[config.mk]
export PLATFORM = sky130hd
export DESIGN_NAME = alu_cond_pipe
export DESIGN_NICKNAME = d
export VERILOG_FILES = /design/src/rtl/alu_cond_pipe.sv
export SDC_FILE = /design/constraint.sdc
export NUM_CORES = 1
export LEC_CHECK = 0
export ABC_CLOCK_PERIOD_IN_PS = 2050
export CAP_MARGIN = 20
export CORE_MARGIN = 2
export CORE_UTILIZATION = 45
export CTS_CLUSTER_DIAMETER = 50
export DETAILED_ROUTE_END_ITERATION = 6
export PLACE_DENSITY = 0.71
export SYNTH_ARGS = -nofsm -noshare
export SYNTH_HDL_FRONTEND = slang
export SYNTH_SLANG_ARGS = --single-unit
export TNS_END_PERCENT = 5
[constraint.sdc]
create_clock -name clk -period 2.05 [get_ports clk]
set_input_delay 0.41 -clock clk [delete_from_list [all_inputs] [get_ports clk]]
set_output_delay 0.41 -clock clk [all_outputs]
set_load 0.01 [all_outputs]
[src/rtl/alu_cond_pipe.sv]
// alu_cond_pipe
// Two-stage pipelined ALU (ADD/SUB/AND/OR). It keeps an architectural NZCV
// flag register and executes each op conditionally, in the ARM style.
//
// Stage 1 registers the ALU result and the candidate NZCV for the op.
// Stage 2 tests the op's condition against the architectural flags. If the
// condition passes, it writes the result and (optionally) the new flags.
// Flags commit on the same edge that loads the next op into stage 2, so
// back-to-back ops see their predecessor's flags with no bubble and no
// forwarding path.
//
// Ports:
//   clk, reset              clock (rising edge), async active-high reset
//   in_valid / in_ready     issue-side handshake
//   a, b [WIDTH]            operands
//   alu_ctrl [2]            00 ADD, 01 SUB (a-b), 10 AND, 11 OR
//   set_flags               commit NZCV if the op executes
//   cond [4]                execution condition (EQ..LE, E/F = always)
//   out_valid / out_ready   writeback-side handshake
//   result [WIDTH]          last executed result (held when an op is skipped)
//   executed                1 = condition passed, 0 = skipped
//   flags [4]               architectural {N,Z,C,V}
//   skip_count [CNT_WIDTH]  saturating count of skipped ops; present only
//                           when ALU_COND_SKIP_CNT_EN is defined
module alu_cond_pipe #(
  parameter int WIDTH     = 32,
  parameter int CNT_WIDTH = 16
) (
  input  logic             clk,
  input  logic             reset,
  input  logic             in_valid,
  output logic             in_ready,
  input  logic [WIDTH-1:0] a,
  input  logic [WIDTH-1:0] b,
  input  logic [1:0]       alu_ctrl,
  input  logic             set_flags,
  input  logic [3:0]       cond,
  output logic             out_valid,
  input  logic             out_ready,
  output logic [WIDTH-1:0] result,
  output logic             executed,
  output logic [3:0]       flags
`ifdef ALU_COND_SKIP_CNT_EN
  ,
  output logic [CNT_WIDTH-1:0] skip_count
`endif
);

  if (WIDTH < 2 || CNT_WIDTH < 1) begin : g_param_chk
    $error("alu_cond_pipe: WIDTH must be >= 2 and CNT_WIDTH >= 1");
  end

  // Condition check against {N,Z,C,V}; encodings 14 and 15 mean always.
  function automatic logic cond_pass(input logic [3:0] c, input logic [3:0] f);
    logic n, z, cy, v, ok;
    {n, z, cy, v} = f;
    ok = 1'b1;
    case (c)
      4'h0: ok = z;
      4'h1: ok = !z;
      4'h2: ok = cy;
      4'h3: ok = !cy;
      4'h4: ok = n;
      4'h5: ok = !n;
      4'h6: ok = v;
      4'h7: ok = !v;
      4'h8: ok = cy & !z;
      4'h9: ok = !cy | z;
      4'hA: ok = (n == v);
      4'hB: ok = (n != v);
      4'hC: ok = !z & (n == v);
      4'hD: ok = z | (n != v);
      default: ok = 1'b1;
    endcase
    return ok;
  endfunction

`ifdef ALU_COND_SKIP_CNT_EN
  function automatic logic [CNT_WIDTH-1:0] sat_inc(input logic [CNT_WIDTH-1:0] v);
    return (&v) ? v : v + CNT_WIDTH'(1);
  endfunction
`endif

  // Handshake control
  logic vld_p1_d, vld_p1_q;
  logic out_valid_d, out_valid_q;
  logic s2_free, s1_adv;

  assign s2_free  = !out_valid_q | out_ready;
  assign s1_adv   = vld_p1_q & s2_free;
  assign in_ready = !vld_p1_q | s1_adv;

  // ---- stage 0 -> stage 1: ALU and candidate flags ----
  logic is_sub;
  logic [WIDTH-1:0] b_op, alu_res;
  logic [WIDTH:0]   sum_ext;
  logic             c_new, v_new;

  always_comb begin
    is_sub  = (alu_ctrl == 2'b01);
    // SUB is a + ~b + 1, so C comes out as "no borrow".
    b_op    = is_sub ? ~b : b;
    sum_ext = {1'b0, a} + {1'b0, b_op} + {{WIDTH{1'b0}}, is_sub};
    alu_res = sum_ext[WIDTH-1:0];
    c_new   = 1'b0;
    v_new   = 1'b0;
    case (alu_ctrl)
      2'b00, 2'b01: begin
        alu_res = sum_ext[WIDTH-1:0];
        c_new   = sum_ext[WIDTH];
        v_new   = (a[WIDTH-1] == b_op[WIDTH-1]) & (alu_res[WIDTH-1] != a[WIDTH-1]);
      end
      2'b10:   alu_res = a & b;
      default: alu_res = a | b;
    endcase
  end

  logic [WIDTH-1:0] res_p1_d, res_p1_q;
  logic [3:0]       nzcv_p1_d, nzcv_p1_q;
  logic [3:0]       cond_p1_d, cond_p1_q;
  logic             setf_p1_d, setf_p1_q;

  always_comb begin
    vld_p1_d  = vld_p1_q;
    res_p1_d  = res_p1_q;
    nzcv_p1_d = nzcv_p1_q;
    cond_p1_d = cond_p1_q;
    setf_p1_d = setf_p1_q;
    if (in_ready) begin
      vld_p1_d = in_valid;
      if (in_valid) begin
        res_p1_d  = alu_res;
        nzcv_p1_d = {alu_res[WIDTH-1], (alu_res == '0), c_new, v_new};
        cond_p1_d = cond;
        setf_p1_d = set_flags;
      end
    end
  end

  // ---- stage 1 -> stage 2: predicate, commit flags, present result ----
  logic [WIDTH-1:0] result_d, result_q;
  logic             executed_d, executed_q;
  logic [3:0]       flags_d, flags_q;
  logic             pass_p1;
`ifdef ALU_COND_SKIP_CNT_EN
  logic [CNT_WIDTH-1:0] skip_cnt_d, skip_cnt_q;
`endif

  always_comb begin
    pass_p1     = cond_pass(cond_p1_q, flags_q);
    out_valid_d = out_valid_q;
    result_d    = result_q;
    executed_d  = executed_q;
    flags_d     = flags_q;
`ifdef ALU_COND_SKIP_CNT_EN
    skip_cnt_d  = skip_cnt_q;
`endif
    // A held op is not evaluated until it actually moves into stage 2.
    if (s2_free) begin
      out_valid_d = vld_p1_q;
      if (vld_p1_q) begin
        executed_d = pass_p1;
        if (pass_p1) begin
          result_d = res_p1_q;
          if (setf_p1_q) flags_d = nzcv_p1_q;
        end
`ifdef ALU_COND_SKIP_CNT_EN
        else begin
          skip_cnt_d = sat_inc(skip_cnt_q);
        end
`endif
      end
    end
  end

  always_ff @(posedge clk or posedge reset) begin
    if (reset) begin
      vld_p1_q    <= 1'b0;
      out_valid_q <= 1'b0;
      result_q    <= '0;
      executed_q  <= 1'b0;
      flags_q     <= 4'b0000;
`ifdef ALU_COND_SKIP_CNT_EN
      skip_cnt_q  <= '0;
`endif
    end else begin
      vld_p1_q    <= vld_p1_d;
      out_valid_q <= out_valid_d;
      result_q    <= result_d;
      executed_q  <= executed_d;
      flags_q     <= flags_d;
`ifdef ALU_COND_SKIP_CNT_EN
      skip_cnt_q  <= skip_cnt_d;
`endif
    end
  end

  always_ff @(posedge clk) begin
    res_p1_q  <= res_p1_d;
    nzcv_p1_q <= nzcv_p1_d;
    cond_p1_q <= cond_p1_d;
    setf_p1_q <= setf_p1_d;
  end

  assign out_valid = out_valid_q;
  assign result    = result_q;
  assign executed  = executed_q;
  assign flags     = flags_q;
`ifdef ALU_COND_SKIP_CNT_EN
  assign skip_count = skip_cnt_q;
`endif

endmodule

==> After elaboration in Yosys (flattened, before gate mapping) <==
Cells that the tools add are included.
{ "classes": {"add_sub_neg": 2, "eq_ne": 19, "n_mux": 3, "bitwise": 11, "n_reduce_logical": 14} }
{ "ops": {"columns": ["cell", "n"], "rows": [
  ["$pmux W32 S2", 1],
  ["$add A32 B32 Y33", 1],
  ["$add A33 B1 Y33", 1],
  ["$and A32 B32 Y32", 1],
  ["$logic_not A32 Y1", 1],
  ["$mux W32", 1],
  ["$not A32 Y32", 1],
  ["$or A32 B32 Y32", 1],
  ["$eq A4 B4 Y1 const B", 6],
  ["$eq A4 B3 Y1 const B", 4],
  ["$pmux W1 S14", 1],
  ["$eq A4 B2 Y1 const B", 2],
  ["$logic_not A1 Y1", 6],
  ["$and A1 B1 Y1", 4],
  ["$eq A4 B1 Y1 const B", 1],
  ["$logic_not A4 Y1", 1],
  ["$or A1 B1 Y1", 4],
  ["$reduce_and A2 Y1", 2],
  ["$reduce_and A4 Y1", 1],
  ["$reduce_and A3 Y1", 1],
  ["$eq A1 B1 Y1", 2],
  ["$eq A2 B1 Y1 const B", 1],
  ["$eq A2 B2 Y1 const B", 1],
  ["$logic_not A2 Y1", 1],
  ["2 further kinds", 3]
]} }
{ "totals": {"ff_bits": 80, "input_bits": 75, "elab_cells": 59} }

==> Longest topological paths before layout <==
{ "depth": {"word_depth": 6, "mapped_depth": 19} }

==> Least setup slack after synthesis <==
Ideal clock, no wire load.
{ "synth_timing": {"path_kind": "input to register", "from": "input alu_ctrl[0]", "to": "register nzcv_p1_q[2] (data pin)", "arrival_time_ps": 4820, "t_required_ps": 1880, "path_slack_ps": -2939, "path_stages": 18, "n_path_buf": 5, "cell_sequence": "buf_2 buf_1 buf_1 clkbuf_1 nand2_1 buf_1 xnor2_1 ha_1 and3_4 a211oi_4 a21oi_2 o31a_1 or4_1 a31o_2 a221oi_2 xnor2_1 a21oi_2 nor4_2"} }
{ "synth_between": {"elab_chain_cells": 6, "elab_cells_between_ends": 9, "cone_classes": "add/sub (2); eq/ne (2); mux (2); reduce/logical (3)"} }
{ "synth_lines": {"columns": ["element", "line_no", "rtl"], "rows": [
  ["from (decl)", "35", "input logic [1:0] alu_ctrl,"],
  ["$eq A2 B1 Y1", "100, 107", null],
  ["$mux W32", "102", "b_op = is_sub ? ~b : b;"],
  ["$add A32 B32 Y33", "103", "sum_ext = {1'b0, a} + {1'b0, b_op} + {{WIDTH{1'b0}}, is_sub};"],
  ["$add A33 B1 Y33", "103", null],
  ["$pmux W32 S2 (*)", "107", "case (alu_ctrl)"],
  ["net alu_res[30]", "95", "logic [WIDTH-1:0] b_op, alu_res;"],
  ["$logic_not A32 Y1 (*)", "133", "nzcv_p1_d = {alu_res[WIDTH-1], (alu_res == '0), c_new, v_new};"],
  ["to (signal assigned)", "200", "nzcv_p1_q <= nzcv_p1_d;"],
  ["to (decl)", "119", "logic [3:0] nzcv_p1_d, nzcv_p1_q;"]
]} }
The timed path passes the listed nets; every way through them passes the cells marked *.
A chain may end at the register's enable or synchronous reset.

==> Worst setup path after layout <==
{ "layout_timing": {"from": "input alu_ctrl[1]", "to": "register nzcv_p1_q[2] (data pin)"} }
Same word-level chain as after synthesis.

==> reports/summary.txt <==
Xor and xnor area share after synthesis - 0.0881
Fin crit share - 1.74
Failing checks - negative setup slack
CTS buffer count - 9
Diodes inserted - 0
Area Overhead vs Synth - 65.4%
Critical path capture point type - flip-flop
Mux cell area share after synthesis - 0.0191
Initial drt markers - 420
DRC Markers - 0
Final WS setup - -1.52 ns
Hold path startpoint - res_p1_q[8]$_DFFE_PP_
Dpl ws - -2.38 ns
Status - finished, violations left
Crit-path max FO - 6
WL per Instance - 17.0 um
Crit path DAT - 3.72 ns
Compound-cell area share of the yosys netlist - 0.176
Final hold violation count - 0
Critical path required time - 2.21 ns
Asr flop ratio synth - 0.494
Reg2Reg Launch Point - flags[0]$_DFFE_PP0P_
First drt pass iteration count - 5
Synth Flop Type - edfxtp_1
Max cap viols - 0
Die Y - 117 um
Critical Path Most Common Cell - xnor2_1
Startpoint Class - primary input
R2R depth - 9
Via/cell ratio - 5.38
Max incr delay on CP - 0.49 ns
# setup viols final - 36
Detailed Route WL - 19200 um
Gp weighted congestion - 1.00
Synth area leaders - edfxtp_1 21%, dfrtp_1 17%, nand2_1 9.6%
I/O pin total - 114
Count leader, synth - nand2_1
Leakage - 4.17 nW
Total grt overflow - 0
#FFs+latches synth - 79
RSZ-0062 raised after global routing - yes
Die X - 117 um
Global-route wire length before repair - 29000 um
Largest net degree at the start of global routing - 49
CP bufs+invs - 4
Sequential area share after synthesis - 0.378
Setup Skew - 0.00461 ns
Fin nets - 1065
Number of enable flip-flop cells after synthesis - 40
Reg-to-reg endpoint - flags[3]$_DFFE_PP0P_
Post-route ant nets - 0
Simple-gate share of the synthesized area - 0.181
CTS clk-pin slew, worst paths - 0.06 ns
Share of post-route cells with drive strength above 1 - 0.336
Finished Core Util - 0.759
Worst-Margin Slew - 0.538 ns
# fillers - 864
Post-synthesis net count - 754
Worst Hold End - result[8]$_DFFE_PP0P_
FF-to-FF setup slack - -0.17 ns
CTS tree - built
Rel. slew slack - 0.642
Fin area - 9530 um2
CP cell instances - buf_8 > inv_8 > nand2_8 > buf_12 > xnor2_1 > ha_1 > buf_4 > and3_4 > nand2_2 > a21oi_4 > o31a_1 > or4_4 > a31o_4 > a221oi_4 > xnor2_1 > a21oi_2 > nor4_2
Worst hold path type - reg2reg
H-tree depth - 3
Vias in the first global route - 5958
Clock Sink Count - 79
Fmax - 280 MHz
Pwr per Cell Area - 864 nW/um2
Slowest stage cell, crit path - or4_4
Longest Clk Path Bufs - 2
Hpwl dp - 13800 um
Yosys warns - 0
Crit-path leading delay family - compound AO/OA/AOI/OAI gates
Routed vias - 6072
Site Rows - 41
Mean Syn Cell Area - 8.99 um2
Critical path type - in2reg
All-Layer GR Usage - 0.271
Setup TNS - -25.53 ns
Dpl cell area - 8480 um2
Adder-Cell Fraction of Synth Area - 0.131
Synth cell count leaders - 148 x nand2_1, 45 x xnor2_1, 44 x a21oi_1, 40 x edfxtp_1, 39 x dfrtp_1
Port Buf Inserts - 113
Hold_buf cts - 0
Fin crit period - 3.57 ns
Clk_lat worst skew - 0.32 ns
Largest family of logic cells by synthesized area - simple AND/OR/NAND/NOR gates
Top-area cell type share of the netlist area - 0.208
Post-Synthesis Cells - 641
Std-Cell Core Area - 12600 um2
Slew Viols, Final - 0
Clock Tree Root - clkbuf_16
Initial antenna violation count - 0
Area leader, netlist - edfxtp_1
Hold path depth - 2
Post-synth cell types - 67
Starting density of the core - 0.459
Mapped Area - 5770 um2
Die ar. - 13700 um2
Max VDD drop - 0.466 mV
==> worst register-to-register path, delay by kind of cell, from the launching register on <==
family	cells	cell delay, ns
xor gates and xnor gates	1	0.28
and+or+nand+nor	2	0.36
AOI/OAI and AO/OA	3	0.46
muxes	2	0.51
DFF	1	0.43
buffers and inverters	1	0.08
==> area by class of cell <==
class	count	area, um2	area share
Multi-Input combinational cell	520	3960	0.415
Timing Repair Buffer	326	2800	0.294
Sequential cell	79	2180	0.228
Clock buffer	12	246	0.0259
Tap cell	172	215	0.0226
Clock inverter	4	70.1	0.00735
Inverter	16	67.6	0.00709
==> registers in the layout, indices dropped and copies added, names as in the netlist <==
name and cells:
cond_p1_q 4, res_p1_q 32, result 32, flags 4
out_valid 1, nzcv_p1_q 3, setf_p1_q 1, executed 1
vld_p1_q 1
==> cells by family (layout without fill, tap and decap cells) <==
family | Yosys count | count (layout)
simple gates | 234 | 234
compound gates | 154 | 154
flops | 79 | 79
fa+ha+maj | 65 | 65
xor+xnor | 58 | 58
buf+inv | 42 | 358
mux | 9 | 9
==> worst max-delay path by stage <==
| stage | cells after the start | from | end | slack [ns] |
|---|---|---|---|---|
| after floorplan | 18 | alu_ctrl[0] | nzcv_p1_q[2]$_DFFE_PP_ | -1.88 |
| after global placement | 15 | alu_ctrl[0] | nzcv_p1_q[2]$_DFFE_PP_ | -2.30 |
| after detailed placement | 15 | alu_ctrl[0] | nzcv_p1_q[2]$_DFFE_PP_ | -2.38 |
| after CTS | 16 | alu_ctrl[1] | nzcv_p1_q[2]$_DFFE_PP_ | -1.50 |
| after global routing | 17 | alu_ctrl[1] | nzcv_p1_q[1]$_SDFFCE_PN0P_ | -1.59 |
| final | 17 | alu_ctrl[1] | nzcv_p1_q[2]$_DFFE_PP_ | -1.52 |
==> power by group <==
part           internal, mW  switching [mW]
Combinational          2.25            1.93
Clock                  1.09           0.561
Sequential             2.16           0.241
Total                  5.51            2.73
==> layer usage <==
layer  vias to the layer above  part of all wire  global-route usage  routed length (um)
met5                         -                 0                   0                   0
met4                         0             0.027              0.0855                 508
met3                        48             0.054              0.0304                1040
met2                       241              0.49               0.461                9300
met1                      2857              0.43               0.364                8320
li1                       2926                 -                   -                   -
==> cells in the final DEF (no fill, tap or decap), types with 9 or more instances in the layout <==
master,count
o21ai_1,14
ha_1,31
maj3_1,27
xor2_1,10
edfxtp_1,40
nand2_1,144
xnor2_1,33
xnor2_2,9
inv_1,13
a21oi_2,18
a21oi_1,27
buf_4,203
clkdlybuf4s50_1,99
nor2_1,31
o21a_1,9
dfrtp_1,39
o21ai_0,21
clkbuf_16,9
==> repair_timing <==
action,CTS,global route
setup endpoints to repair,62,70
cloned,0,0
buffers inserted,23,16
pin swaps,39,58
resized for setup,67,64
==> metrics by stage <==
step	std cells	hold slack (ns)	total power [mW]
2_1_floorplan	641	0.415	4.09
3_3_place_gp	1074	0.421	5.97
3_5_place_dp	1074	0.427	6.07
4_1_cts	1113	0.440	7.96
5_1_grt	1129	0.458	8.71
6_report	1129	0.438	8.24
No activity file was read; power rests on OpenSTA's default activity.
